### src/rtl/reg_file_param.sv
// Parametrised 2-read/1-write register file with optional zero entry, sweep-clear engine and sticky dropped-write flag.
// Optional same-cycle write-through forwarding is enabled by defining REG_FILE_PARAM_BYPASS_EN.
module reg_file_param #(
  parameter int DATA_W   = 8,
  parameter int ADDR_W   = 3,
  parameter int ZERO_REG = 0
) (
  input  logic              clk,
  input  logic              rst,
  input  logic              we3,
  input  logic [ADDR_W-1:0] wa3,
  input  logic [DATA_W-1:0] wd3,
  input  logic [ADDR_W-1:0] ra1,
  input  logic [ADDR_W-1:0] ra2,
  output logic [DATA_W-1:0] rd1,
  output logic [DATA_W-1:0] rd2,
  input  logic              clr_req,
  output logic              busy,
  output logic              clr_done,
  output logic              wr_drop
);

  localparam int DEPTH = 2**ADDR_W;

  typedef enum logic {
    IDLE_S  = 1'b0,
    SWEEP_S = 1'b1
  } state_t;

  state_t            state_r;
  logic [ADDR_W-1:0] ptr_r;
  logic [DATA_W-1:0] mem_r [DEPTH];
  logic              busy_r;
  logic              clr_done_r;
  logic              wr_drop_r;
  logic              zero_hit_s;
  logic              write_ok_s;
  logic [DATA_W-1:0] rd1_s;
  logic [DATA_W-1:0] rd2_s;

  // Classify the write port: writes to the hardwired zero entry are dropped silently
  always_comb begin
    zero_hit_s = 1'b0;
    if ((ZERO_REG != 0) && (wa3 == {ADDR_W{1'b0}})) begin
      zero_hit_s = 1'b1;
    end else begin
      zero_hit_s = 1'b0;
    end
    write_ok_s = we3 && (state_r == IDLE_S) && !zero_hit_s;
  end

  // Read port 1 mux
  always_comb begin
    rd1_s = {DATA_W{1'b0}};
`ifdef REG_FILE_PARAM_BYPASS_EN
    if (write_ok_s && (ra1 == wa3)) begin
      rd1_s = wd3;
    end else if ((ZERO_REG != 0) && (ra1 == {ADDR_W{1'b0}})) begin
      rd1_s = {DATA_W{1'b0}};
    end else begin
      rd1_s = mem_r[ra1];
    end
`else
    if ((ZERO_REG != 0) && (ra1 == {ADDR_W{1'b0}})) begin
      rd1_s = {DATA_W{1'b0}};
    end else begin
      rd1_s = mem_r[ra1];
    end
`endif
  end

  // Read port 2 mux
  always_comb begin
    rd2_s = {DATA_W{1'b0}};
`ifdef REG_FILE_PARAM_BYPASS_EN
    if (write_ok_s && (ra2 == wa3)) begin
      rd2_s = wd3;
    end else if ((ZERO_REG != 0) && (ra2 == {ADDR_W{1'b0}})) begin
      rd2_s = {DATA_W{1'b0}};
    end else begin
      rd2_s = mem_r[ra2];
    end
`else
    if ((ZERO_REG != 0) && (ra2 == {ADDR_W{1'b0}})) begin
      rd2_s = {DATA_W{1'b0}};
    end else begin
      rd2_s = mem_r[ra2];
    end
`endif
  end

  // Storage, sweep FSM and status flags
  always_ff @(posedge clk or negedge rst) begin
    if (!rst) begin
      state_r    <= IDLE_S;
      ptr_r      <= {ADDR_W{1'b0}};
      busy_r     <= 1'b0;
      clr_done_r <= 1'b0;
      wr_drop_r  <= 1'b0;
      for (int i = 0; i < DEPTH; i++) begin
        mem_r[i] <= {DATA_W{1'b0}};
      end
    end else begin
      clr_done_r <= 1'b0;
      case (state_r)
        IDLE_S: begin
          if (write_ok_s) begin
            mem_r[wa3] <= wd3;
          end
          if (clr_req) begin
            state_r   <= SWEEP_S;
            ptr_r     <= {ADDR_W{1'b0}};
            busy_r    <= 1'b1;
            wr_drop_r <= 1'b0;
          end
        end
        SWEEP_S: begin
          mem_r[ptr_r] <= {DATA_W{1'b0}};
          if (we3 && !zero_hit_s) begin
            wr_drop_r <= 1'b1;
          end
          // Last entry: finish without wrapping the pointer
          if (ptr_r == {ADDR_W{1'b1}}) begin
            state_r    <= IDLE_S;
            busy_r     <= 1'b0;
            clr_done_r <= 1'b1;
          end else begin
            ptr_r <= ptr_r + ADDR_W'(1);
          end
        end
        default: begin
          state_r <= IDLE_S;
          busy_r  <= 1'b0;
        end
      endcase
    end
  end

  assign rd1      = rd1_s;
  assign rd2      = rd2_s;
  assign busy     = busy_r;
  assign clr_done = clr_done_r;
  assign wr_drop  = wr_drop_r;

endmodule

### config.mk
export PLATFORM = sky130hd
export DESIGN_NAME = reg_file_param
export DESIGN_NICKNAME = d
export VERILOG_FILES = /design/src/rtl/reg_file_param.sv
export SDC_FILE = /design/constraint.sdc
export NUM_CORES = 1
export LEC_CHECK = 0
export CORE_ASPECT_RATIO = 0.7
export CORE_MARGIN = 5
export CORE_UTILIZATION = 40
export DETAILED_ROUTE_END_ITERATION = 6
export GPL_TIMING_DRIVEN = 0
export SYNTH_ARGS = -nofsm -noshare
export SYNTH_HDL_FRONTEND = slang
export SYNTH_SLANG_ARGS = --single-unit
### constraint.sdc
create_clock -name clk -period 5.4 [get_ports clk]
set_input_delay 1.08 -clock clk [delete_from_list [all_inputs] [get_ports clk]]
set_output_delay 1.08 -clock clk [all_outputs]
set_load 0.03 [all_outputs]
==> metrics <==
status=finished clean; via count=2831; Die Ht=95.38 um; CTS buffer count=9; DIE AREA=0.01259 mm2; critical path endpoint=rd1[3]; Worst Skew=around 0.003 ns; flop and latch count out of synthesis=between 70 and 80; post-DP HPWL=7308 um; Core Area=0.01028 mm2; Clock Tree Root=clkbuf_16; Max VDD drop=0.2752 mV; Antenna Nets Post-Route=0; Final Max Tran Viols=0; Final period util=79.02%; DRC=0; max incr delay on CP=roughly 0.6 ns; Layout area overhead=19.16%; RSZ-0062 raised after global routing=no; Max clock buf depth=2; Worst Path Required=about 4.3 ns; fin crit period=~4.3 ns; placed cells=between 400 and 500; Port Buffers=33; post-route setup slack=around 1.1 ns; RR Startpoint=ptr_r[2]; I/O pin count=40; # Post-CTS Setup Buffers=0; register area share after synthesis=a little over two fifths; Reg2Reg Depth=5; Vias/cell=between 5 and 6; synth warn=0; internal power=1.494 mW; pwr/cell area=465.9 mW/mm2; DR iter-0 viols=176; drt wl/cell=20.72 um; Max Cap Violations=0; global-route wire length before repair=16360 um; Reg clk slew, reported paths=around 0.05 ns; combinational share of power=about two fifths; cells after synthesis=324; DR pass1 iterations=4; Mean Syn Cell Area=12.86 um2; hold path startpoint=mem_r[42]; Slew headroom=roughly 50%; crit path buf inv count=3; Hold Crit Class=reg2reg; Layout Nets=393; leakage=2.430 nW; # rows=31; initial antenna violation count=0; Sequential Power Share=36.7%; fmax=234.4 MHz; Cell Count, Final, Fillers Out=505; n_diodes=0; H-tree Lvls=3; CTS tree=done; CP max FO=10; cell family with most CP delay=buffers and inverters; clk_lat worst skew=around 0.34 ns; total wire length=about 10000 um; GRT overflow=0; FF-to-FF End=mem_r[56]; dpl ws=~1.1 ns; Die Width=132.0 um; Worst path depth=5; number of global-route vias before repair=2899; CP cell instances=buf_2 > clkbuf_1 > mux4_1 > mux2_2 > clkdlybuf4s50_1; R2R Setup Slk=3.60 ns; largest net degree at the start of global routing=66; launch point of the worst path=ra1[2]; syn_nets=348; Arrival @ worst endpoint=3.19 ns; CTS Hold Bufs=0; post-synth cell types=28; RePlAce Congestion=0.7746; Mapped Area=about 0.0042 mm2; # setup viols final=0; setup TNS=0 ns; GRT Util Overall=17.52%; Slowest-stage cell, CP=clkdlybuf4s50_1; clock sink count=71; Final Hold Fails=0; crit path capture type=primary output; post-CTS sizing=0; worst-margin pin slew=around 0.74 ns; power share of the clock group=24.5%; share of layout cells above drive strength 1=13.14%; Initial Utilization=40.52%; switching part of the total=35.38%; Startpoint Class=input pin; critical path class=in2out; Switching Power=818.2 uW
[flip-flops by register name, indices dropped and copies added (netlist names)]
name	count
mem_r	64
ptr_r	3
busy	1
clr_done	1
state_r	1
wr_drop	1
[Yosys cell counts (all sizes together)]
library cell	n	area share, %
dfrtp	71	43
nand2	69	6.2
mux2i	64	15
mux4	32	20
buf	18	3.0
mux2	18	4.9
inv	10	0.90
clkbuf	7	0.63
nor2	5	0.51
o21ai	5	0.60
nand2b	4	0.60
ha	3	0.90
nand3b	3	0.54
nand4b	3	0.63
nand4bb	3	0.81
nor3b	3	0.66
and2	1	0.15
nand4	1	0.15
nor2b	1	0.15
o22ai	1	0.15
or4b	1	0.24
xnor2	1	0.21
[kinds of logic (layout without fill, tap and decap cells)]
kind of cell	count (synthesis)	count (layout)	share of synthesized area [%]
buffers and inverters	35	84	4.566
DFF	71	71	42.66
AOI/OAI and AO/OA	6	6	0.7510
adders and majority gates	3	3	0.9013
and+or+nand+nor	94	94	10.66
xor gates and xnor gates	1	1	0.2103
muxes	114	114	40.25
[per-stage QoR]
| step | util, % | cell area (um2) | total power [mW] | hold WS [ns] |
|---|---|---|---|---|
| global placement | 45.34 | 4661 | 1.723 | 0.5147 |
| global route | 48.29 | 4964 | 2.450 | 0.5582 |
| detailed placement | 45.59 | 4686 | 1.759 | 0.5300 |
| floorplan | - | 4165 | 1.444 | 0.5044 |
| CTS | 48.29 | 4964 | 2.330 | 0.5374 |
| finish | 48.29 | 4964 | 2.312 | 0.5348 |
[placed cells by master (no fill, tap or decap), types with 3 or more instances in the layout]
| cell | n |
|---|---|
| clkbuf_1 | 10 |
| mux2_2 | 18 |
| mux4_1 | 30 |
| nand3b_1 | 3 |
| clkbuf_8 | 3 |
| clkdlybuf4s50_1 | 32 |
| nand2_1 | 69 |
| buf_2 | 9 |
| nand2b_1 | 4 |
| nand4b_1 | 3 |
| mux2i_1 | 64 |
| nor2_1 | 4 |
| ha_1 | 3 |
| clkbuf_16 | 9 |
| dfrtp_1 | 71 |
| nand4bb_1 | 3 |
| inv_1 | 10 |
| o21ai_0 | 5 |
| buf_1 | 5 |
[worst min path at each step]
stage,to,cells after the start
after detailed placement,mem_r[12],2
final,mem_r[42],2
after floorplan,mem_r[32],2
after global routing,mem_r[22],1
after global placement,mem_r[35],2
after CTS,mem_r[42],2
[layer usage]
| layer | up-vias | GRT usage [%] | routed length, um | share of wire [%] |
|---|---|---|---|---|
| li1 | 1284 | - | - | - |
| met1 | 1463 | 24.69 | 5224 | 50 |
| met2 | 70 | 26.39 | 4598 | 44 |
| met3 | 14 | 5.063 | 506 | 4.8 |
| met4 | 0 | 5.308 | 133 | 1.3 |
| met5 | - | 0 | 0 | 0 |
[area by class of cell]
class / count / area, um2
multi-input cells: 218 / 2198
clock buffers: 15 / 277.8
inverters: 10 / 37.54
flip-flops and latches: 71 / 1777
fillers: 934 / 5315
repair buffers: 34 / 355.3
plain buffers: 25 / 152.6
well taps: 132 / 165.2
[worst reg2reg max path, stage by stage (launching register included)]
cell,delay (ns)
dfrtp_1,0.39
clkbuf_1,0.21
or4b_1,0.55
clkbuf_1,0.27
nand2_1,0.15
mux2i_1,0.08
[power by group through the flow]
stage	sequential (mW)	combinational (mW)	clock, mW
2_1_floorplan	0.832	0.612	0
3_3_place_gp	0.845	0.877	0
3_5_place_dp	0.859	0.900	0
4_1_cts	0.849	0.906	0.575
5_1_grt	0.878	0.979	0.593
6_report	0.849	0.897	0.567
(Power assumes the default switching activity.)
